==> config.mk <==
export PLATFORM = sky130hd
export DESIGN_NAME = ahb_bridge_sink_ctrl
export DESIGN_NICKNAME = d
export VERILOG_FILES = /design/src/rtl/ahb_bridge_sink_ctrl.sv
export SDC_FILE = /design/constraint.sdc
export NUM_CORES = 1
export LEC_CHECK = 0
export CAP_MARGIN = 30
export CORE_ASPECT_RATIO = 1.25
export CORE_MARGIN = 8
export CORE_UTILIZATION = 45
export CTS_BUF_LIST = sky130_fd_sc_hd__clkbuf_4 sky130_fd_sc_hd__clkbuf_8
export CTS_CLUSTER_DIAMETER = 200
export DETAILED_ROUTE_END_ITERATION = 10
export GPL_ROUTABILITY_DRIVEN = 1
export MAX_ROUTING_LAYER = met4
export PLACE_DENSITY = 0.84
export SYNTH_ARGS = -nofsm -noshare
export SYNTH_HDL_FRONTEND = slang
export SYNTH_SLANG_ARGS = --single-unit
==> constraint.sdc <==
create_clock -name i_clk_sink -period 3.9 [get_ports i_clk_sink]
set_clock_uncertainty 0.1 [all_clocks]
set_input_delay 0.78 -clock i_clk_sink [delete_from_list [all_inputs] [get_ports i_clk_sink]]
set_output_delay 0.78 -clock i_clk_sink [all_outputs]
set_load 0.05 [all_outputs]
==> src/rtl/ahb_bridge_sink_ctrl.sv <==
`default_nettype none
// ============================================================================
//  Module      : ahb_bridge_sink_ctrl
//  Description : Sink-side AHB2AHB bridge controller. Pops request packets,
//                issues registered valid/ready commands to the sink master,
//                returns read data or timeout errors as response packets, and
//                runs the sleep/drain/wake handshake with the source side.
//  Revision    : 1.0 - initial release
// ============================================================================
module ahb_bridge_sink_ctrl #(
    parameter int ADDR_WIDTH      = 32,
    parameter int DATA_WIDTH      = 32,
    parameter int MAX_OUTSTANDING = 4,
    parameter int CNT_WIDTH       = 3,
    parameter int TIMEOUT_CYCLES  = 256,
    parameter int REQ_W           = ADDR_WIDTH + DATA_WIDTH + 2,
    parameter int RSP_W           = DATA_WIDTH + 2
) (
    input  logic                  i_clk_sink,
    input  logic                  i_rstn_sink,
    input  logic                  i_sink_sleep_req,
    input  logic                  i_source_sleep_status,
    input  logic [REQ_W-1:0]      i_req_packet,
    input  logic                  i_req_fifo_empty,
    output logic                  o_req_fifo_rd_en,
    input  logic                  i_rsp_fifo_full,
    input  logic                  i_rsp_fifo_empty,
    output logic                  o_rsp_fifo_wr_en,
    output logic [RSP_W-1:0]      o_rsp_packet,
    output logic                  o_valid,
    input  logic                  i_ready,
    output logic                  o_rd0_wr1,
    output logic [ADDR_WIDTH-1:0] o_addr,
    output logic [DATA_WIDTH-1:0] o_wr_data,
    input  logic                  i_rd_valid,
    input  logic [DATA_WIDTH-1:0] i_rd_data,
    output logic                  o_sink_sleep_ack,
    output logic                  o_sink_sleep_status,
    output logic [CNT_WIDTH-1:0]  o_outstanding,
    output logic                  o_overflow
);

    localparam int                   c_tmr_w    = $clog2(TIMEOUT_CYCLES);
    localparam logic [c_tmr_w-1:0]   c_tmr_last = c_tmr_w'(TIMEOUT_CYCLES - 2);
    localparam logic [CNT_WIDTH:0]   c_max      = (CNT_WIDTH + 1)'(MAX_OUTSTANDING);

    typedef enum logic [1:0] {
        ST_NORMAL = 2'd0,
        ST_DRAIN  = 2'd1,
        ST_IDLE   = 2'd2,
        ST_WAKE   = 2'd3
    } state_t;

    state_t                  state_q, state_d;
    logic                    valid_q, valid_d;
    logic                    rd0_wr1_q, rd0_wr1_d;
    logic [ADDR_WIDTH-1:0]   addr_q, addr_d;
    logic [DATA_WIDTH-1:0]   wr_data_q, wr_data_d;
    logic [CNT_WIDTH-1:0]    outstanding_q, outstanding_d;
    logic [c_tmr_w-1:0]      tmr_q, tmr_d;
    logic                    rsp_wr_en_q, rsp_wr_en_d;
    logic [RSP_W-1:0]        rsp_packet_q, rsp_packet_d;
    logic                    overflow_q, overflow_d;
    logic                    sleep_ack_q, sleep_ack_d;
    logic                    sleep_status_q, sleep_status_d;

    logic                    w_head_wr;
    logic                    w_head_vld;
    logic [ADDR_WIDTH-1:0]   w_head_addr;
    logic [DATA_WIDTH-1:0]   w_head_data;
    logic                    w_can_issue;
    logic                    w_slot_free;
    logic                    w_accept;
    logic [CNT_WIDTH:0]      w_committed;
    logic                    w_rd_ok;
    logic                    w_cmd;
    logic                    w_cnt_nz;
    logic                    w_rd_rsp;
    logic                    w_timeout;
    logic                    w_inc;
    logic                    w_dec;
    logic                    w_drained;
    logic                    w_sleep_any;

    assign w_head_wr   = i_req_packet[REQ_W-1];
    assign w_head_vld  = i_req_packet[REQ_W-2];
    assign w_head_addr = i_req_packet[DATA_WIDTH +: ADDR_WIDTH];
    assign w_head_data = i_req_packet[DATA_WIDTH-1:0];

    assign w_can_issue = (state_q == ST_NORMAL) || (state_q == ST_DRAIN);
    assign w_slot_free = !valid_q || i_ready;
    assign w_accept    = valid_q && i_ready;

    // A read waiting in the command register is already committed, so it
    // counts against the in-flight limit before the master accepts it.
    assign w_committed = {1'b0, outstanding_q}
                       + {{CNT_WIDTH{1'b0}}, (valid_q && !rd0_wr1_q)};
    assign w_rd_ok     = (w_committed < c_max) && !i_rsp_fifo_full;

    // The pop strobe is combinational, so it is gated by reset explicitly.
    assign w_cmd = i_rstn_sink && w_can_issue && !i_req_fifo_empty
                && w_slot_free && (w_head_wr || w_rd_ok);

    assign w_cnt_nz  = |outstanding_q;
    assign w_rd_rsp  = i_rd_valid && w_cnt_nz;
    assign w_timeout = w_cnt_nz && !i_rd_valid && (tmr_q == c_tmr_last);
    assign w_inc     = w_accept && !rd0_wr1_q;
    assign w_dec     = w_rd_rsp || w_timeout;

    assign w_sleep_any = i_sink_sleep_req || i_source_sleep_status;
    assign w_drained   = i_req_fifo_empty && i_rsp_fifo_empty && !w_cnt_nz
                      && !valid_q && i_source_sleep_status;

    always_comb begin
        valid_d       = valid_q;
        rd0_wr1_d     = rd0_wr1_q;
        addr_d        = addr_q;
        wr_data_d     = wr_data_q;
        outstanding_d = outstanding_q;
        tmr_d         = tmr_q;
        rsp_wr_en_d   = 1'b0;
        rsp_packet_d  = rsp_packet_q;
        overflow_d    = overflow_q;

        if (w_cmd && w_head_vld) begin
            valid_d   = 1'b1;
            rd0_wr1_d = w_head_wr;
            addr_d    = w_head_addr;
            wr_data_d = w_head_data;
        end else if (w_accept) begin
            valid_d = 1'b0;
        end

        if (w_inc && !w_dec) begin
            outstanding_d = outstanding_q + CNT_WIDTH'(1);
        end else if (!w_inc && w_dec) begin
            outstanding_d = outstanding_q - CNT_WIDTH'(1);
        end

        if (!w_cnt_nz || i_rd_valid || w_timeout) begin
            tmr_d = '0;
        end else begin
            tmr_d = tmr_q + c_tmr_w'(1);
        end

        // A response that finds the FIFO full is lost; record it stickily.
        if (w_dec) begin
            rsp_packet_d = w_rd_rsp ? {1'b0, 1'b1, i_rd_data}
                                    : {1'b1, 1'b1, {DATA_WIDTH{1'b0}}};
            if (i_rsp_fifo_full) begin
                overflow_d = 1'b1;
            end else begin
                rsp_wr_en_d = 1'b1;
            end
        end
    end

    always_comb begin
        state_d = state_q;
        case (state_q)
            ST_NORMAL: begin
                if (w_sleep_any) begin
                    state_d = ST_DRAIN;
                end
            end
            ST_DRAIN: begin
                if (!w_sleep_any) begin
                    state_d = ST_NORMAL;
                end else if (w_drained) begin
                    state_d = ST_IDLE;
                end
            end
            ST_IDLE: begin
                if (!w_sleep_any) begin
                    state_d = ST_WAKE;
                end
            end
            default: begin
                state_d = ST_NORMAL;
            end
        endcase

        sleep_status_d = (state_d == ST_IDLE);
        sleep_ack_d    = (state_d == ST_IDLE) && i_sink_sleep_req;
    end

    always_ff @(posedge i_clk_sink or negedge i_rstn_sink) begin
        if (!i_rstn_sink) begin
            state_q        <= ST_NORMAL;
            valid_q        <= 1'b0;
            rd0_wr1_q      <= 1'b0;
            addr_q         <= '0;
            wr_data_q      <= '0;
            outstanding_q  <= '0;
            tmr_q          <= '0;
            rsp_wr_en_q    <= 1'b0;
            rsp_packet_q   <= '0;
            overflow_q     <= 1'b0;
            sleep_ack_q    <= 1'b0;
            sleep_status_q <= 1'b0;
        end else begin
            state_q        <= state_d;
            valid_q        <= valid_d;
            rd0_wr1_q      <= rd0_wr1_d;
            addr_q         <= addr_d;
            wr_data_q      <= wr_data_d;
            outstanding_q  <= outstanding_d;
            tmr_q          <= tmr_d;
            rsp_wr_en_q    <= rsp_wr_en_d;
            rsp_packet_q   <= rsp_packet_d;
            overflow_q     <= overflow_d;
            sleep_ack_q    <= sleep_ack_d;
            sleep_status_q <= sleep_status_d;
        end
    end

    assign o_req_fifo_rd_en    = w_cmd;
    assign o_rsp_fifo_wr_en    = rsp_wr_en_q;
    assign o_rsp_packet        = rsp_packet_q;
    assign o_valid             = valid_q;
    assign o_rd0_wr1           = rd0_wr1_q;
    assign o_addr              = addr_q;
    assign o_wr_data           = wr_data_q;
    assign o_sink_sleep_ack    = sleep_ack_q;
    assign o_sink_sleep_status = sleep_status_q;
    assign o_outstanding       = outstanding_q;
    assign o_overflow          = overflow_q;

endmodule
`default_nettype wire
After elaboration in Yosys (flattened, before gate mapping)
Index checks and enable logic that the tools add are counted.
- bits in registers: 117
- output and inout port bits: 108
- word-level logic and storage cells: 73
- add/sub/neg operators: 4
- reductions and logical operators: 39
- multiplexer cells: 13
- equal/unequal tests: 4
- order comparisons: 1
- operators with widths (cell ; number):
    $mux 34 ; 1
    $logic_and 1x1->1 ; 19
    $add 8x1->8 const B ; 1
    $eq 8x8->1 const B ; 1
    $logic_not 1->1 ; 8
    $mux 2 ; 4
    $mux 8 ; 1
    $logic_or 1x1->1 ; 7
    $mux 3 ; 2
    $pmux 2 s3 ; 1
    $add 3x1->4 ; 1
    $eq 2x2->1 const B ; 2
    $lt 4x3->1 const B ; 1
    $mux 1 ; 4
    $reduce_bool 2->1 ; 2
    $add 3x1->3 const B ; 1
    $reduce_or 3->1 ; 1
    $sub 3x1->3 const B ; 1
    $eq 2x1->1 const B ; 1
    $logic_not 2->1 ; 1
    $reduce_and 2->1 ; 1

Logic depth before layout (Yosys ltp)
- depth in word-level cells: 10
- mapped depth: 13

Worst setup path before layout
Ideal clock, no wire load.
- kind: input port to output port
- start: input port i_rsp_fifo_full
- end: output port o_req_fifo_rd_en
- data required time: 3020 ps
- stages: 3
- setup slack: 1337 ps
- arrival: 1683 ps
- buffers on the path: 0
- path through: nor2_1 a21oi_2 nor2_1
- longest elaborated chain between the ends: 4
- ends and longest elaborated chain (item ; line ; source):
    start, declared ; 26 ; input logic i_rsp_fifo_full,
    $logic_not 1->1 ; 98 ; assign w_rd_ok = (w_committed < c_max) && !i_rsp_fifo_full;
    $logic_and 1x1->1 ; 98 ;
    $logic_or 1x1->1 ; 102 ; && w_slot_free && (w_head_wr || w_rd_ok);
    $logic_and 1x1->1 ; 102 ;
    end, declared ; 25 ; output logic o_req_fifo_rd_en,
No other way between the ends.

Worst setup path after layout
Ends and elaborated chain as after synthesis.

==> flow_metrics.tcl <==
set metrics [dict create \
    cts_sinks 117 \
    die-width_um 106 \
    pre_cts_slack_ns 1.06 \
    overflow 0 \
    wirelength_mm 13.0 \
    root_buffer "clkbuf_8" \
    dr_total_vias 3384 \
    vias_per_cell 5.08 \
    drtAntennaViolNets 0 \
    die_y_um 128 \
    n_antenna_cell 0 \
    ys_ff_latch 117 \
    area_growth_pct 58.4 \
    dp_hpwl_mm 9.77 \
    cp.depth 5 \
    power_switching_mw 2.47 \
    antenna_found_initial 0 \
    yosysTopAreaCellShare_pct 64.6 \
    cp-start-kind "primary input" \
    io_pins 215 \
    die-area_mm2 0.0136 \
    utilization_pct 72.2 \
    postCtsHoldBufs 0 \
    ys_async_sr_fraction_pct 100 \
    fin_crit_ns 2.77 \
    cts_tree "yes" \
    core_area_mm2 0.00995 \
    drive_gt1_share_pct 19.2 \
    maxSlewViolCount 0 \
    cp.required_ns 3.02 \
    drt_iter0_markers 147 \
    cts_resized 0 \
    synth_cell_type_count 38 \
    relSlewSlack_pct 43.8 \
    worst-setup-path-type "primary input to output pin" \
    power.density_mw_per_mm2 800 \
    grt_pass1_wl_mm 20.7 \
    maxCapViolCount 0 \
    ys.flop_type "dfrtp_1" \
    post_cts_buffers 0 \
    startpoint "i_rsp_fifo_full" \
    grt_pass1_vias 3774 \
    gp_congestion 0.758 \
    path_clk_slew_ns 0.07 \
    crit_fanout 3 \
    wire_per_inst_um 19.5 \
    hold_viol 0 \
    start_util_pct 45.6 \
    placementRows 41 \
    numCtsBuffers 17 \
    fin_tns_setup_ns 0 \
    switching_share_pct 43.1 \
    synth-warning-count 0 \
    htreeDepth 4 \
    rsz0062_at_grt "false" \
    ff2ff_path_depth 9 \
    crit_buf_inv 2 \
    cp_slowest_cell "clkdlybuf4s50_1" \
    fmax_mhz 361 \
    r2r_slack_ns 1.46 \
    path_cells "clkdlybuf4s50_1 > nor2_1 > a21oi_2 > nor2_1 > buf_4" \
    synth_cells 300 \
    synth.area.top_cells "dfrtp_1 (65%), mux2_2 (15%), a22o_1 (6.2%)" \
    outcome "completed" \
    fill_cells 690 \
    grt_use_total_pct 20.2 \
    ys_seq_area_share_pct 64.6 \
    clock_latency_ns 0.42 \
    syn_nets 411 \
    setup_viol_count_final 0 \
    end_kind "output pin" \
    finalWorstSetupSlack_ns 1.13 \
    drc_errors 0 \
    worst_r2r_endpoint "o_outstanding[1]" \
    synth_edf_count 0 \
    port-buffer-count 214 \
    ir_drop_mv 0.452 \
    comb_power_share_pct 48.2 \
    m1WireLength_mm 5.07 \
    met3WireLength_um 966 \
    min_period_over_period_pct 71.0 \
    critPathCapture "o_req_fifo_rd_en" \
    tightestPinTransition_ns 0.842 \
    final_nets 635 \
    yosys.area.top_type "dfrtp_1" \
    first_pass_iters 4 \
    clockBufferDepth 2 \
    grt_max_degree 69 \
    critical_path.top_delay_family "buffers and inverters" \
    routed-wl-met2_mm 6.64 \
    slowest_delay_ns 0.51 \
    p_leak_nw 3.04 \
    worst-endpoint-arrival_ns 1.89 \
    r2r_start "tmr_q[0]" \
    power.share.clock_pct 20.0 \
    internal_power_mw 3.27 \
    cp_common_cell "nor2_1" \
    highest_layer "met4" \
    hp-class "flop to flop" \
    pwr-share-seq_pct 31.7 \
    synth_area_mm2 0.00453 \
    avgSynthCellArea_um2 15.1 \
]
## metal layers
metal  GRT usage (%)  vias up
met5               -        -
met4            9.05        0
met3            7.34       21
met2            33.5      166
met1            21.2     1661
li1                -     1536
## flip-flops by register name, summed over array words and instances (netlist names)
signal,flops
o_sink_sleep_ack,1
o_valid,1
o_sink_sleep_status,1
o_rsp_packet,34
tmr_q,8
o_rd0_wr1,1
o_wr_data,32
o_outstanding,3
o_overflow,1
state_q,2
o_rsp_fifo_wr_en,1
o_addr,32
## layout make-up
| cell class | count | area, um2 | area share [%] |
|---|---|---|---|
| clock buffer | 20 | 269 | 3.74 |
| clock inverter | 12 | 154 | 2.14 |
| inverter | 3 | 11.3 | 0.157 |
| multi-input combinational | 166 | 1470 | 20.4 |
| sequential | 117 | 2930 | 40.8 |
| tap | 129 | 161 | 2.25 |
| timing repair buffer | 219 | 2190 | 30.5 |
## power groups by stage
stage	Combinational, mW	Sequential (mW)	Clock (mW)
floorplan	0.470	3.12	0
global placement	2.75	1.82	0
detailed placement	2.79	1.84	0
CTS	2.80	1.83	1.18
global route	2.88	1.88	1.24
finish	2.77	1.82	1.15
## kinds of logic (layout without fill, tap and decap cells)
logic type	after synthesis	in the layout	share of synthesized area [%]
DFF	117	117	64.6
muxes	65	65	16.1
AOI/OAI and AO/OA	50	50	8.78
and+or+nand+nor	41	41	4.99
buffers and inverters	17	254	3.09
xor gates and xnor gates	6	6	1.16
adders and majority gates	4	4	1.27
## worst min path at each step
stage                           from          endpoint  slack, ns  depth (start not counted)
floorplan                   tmr_q[0]          tmr_q[0]       0.37                          1
global placement    o_rsp_packet[32]  o_rsp_packet[32]       0.35                          1
detailed placement  o_rsp_packet[32]  o_rsp_packet[32]       0.36                          1
CTS                 o_rsp_packet[32]  o_rsp_packet[32]       0.38                          1
global route           o_wr_data[24]     o_wr_data[24]       0.41                          1
finish              o_rsp_packet[32]  o_rsp_packet[32]       0.37                          1
## placed cells by master (no fill, tap or decap), drive strengths merged, types with 4 or more instances in the layout
cell type / n
a21oi: 4
a22o: 32
buf: 7
clkbuf: 20
clkdlybuf4s50: 212
clkinv: 6
dfrtp: 117
mux2: 65
nand3: 4
nor2: 13
o21ai: 7
## metrics by stage
stage	hold WS (ns)	total power, mW	cell area (um2)	cells
3_3_place_gp	0.350	4.57	6750	633
2_1_floorplan	0.369	3.59	4530	300
3_5_place_dp	0.360	4.63	6760	634
4_1_cts	0.380	5.81	7180	666
5_1_grt	0.409	6.00	7180	666
6_report	0.372	5.75	7180	666
## synthesized netlist by cell type (3+ instances only)
cell type	number
a22o_1	32
buf_6	10
clkbuf_1	3
dfrtp_1	117
ha_1	3
inv_1	3
mux2_1	6
mux2_2	59
nand2_1	3
nand2b_1	3
nand3_1	4
nand4_1	3
nor2_1	12
o21ai_0	6
or3_1	3
xnor2_1	3
xor2_1	3
(Power assumes the default switching activity.)
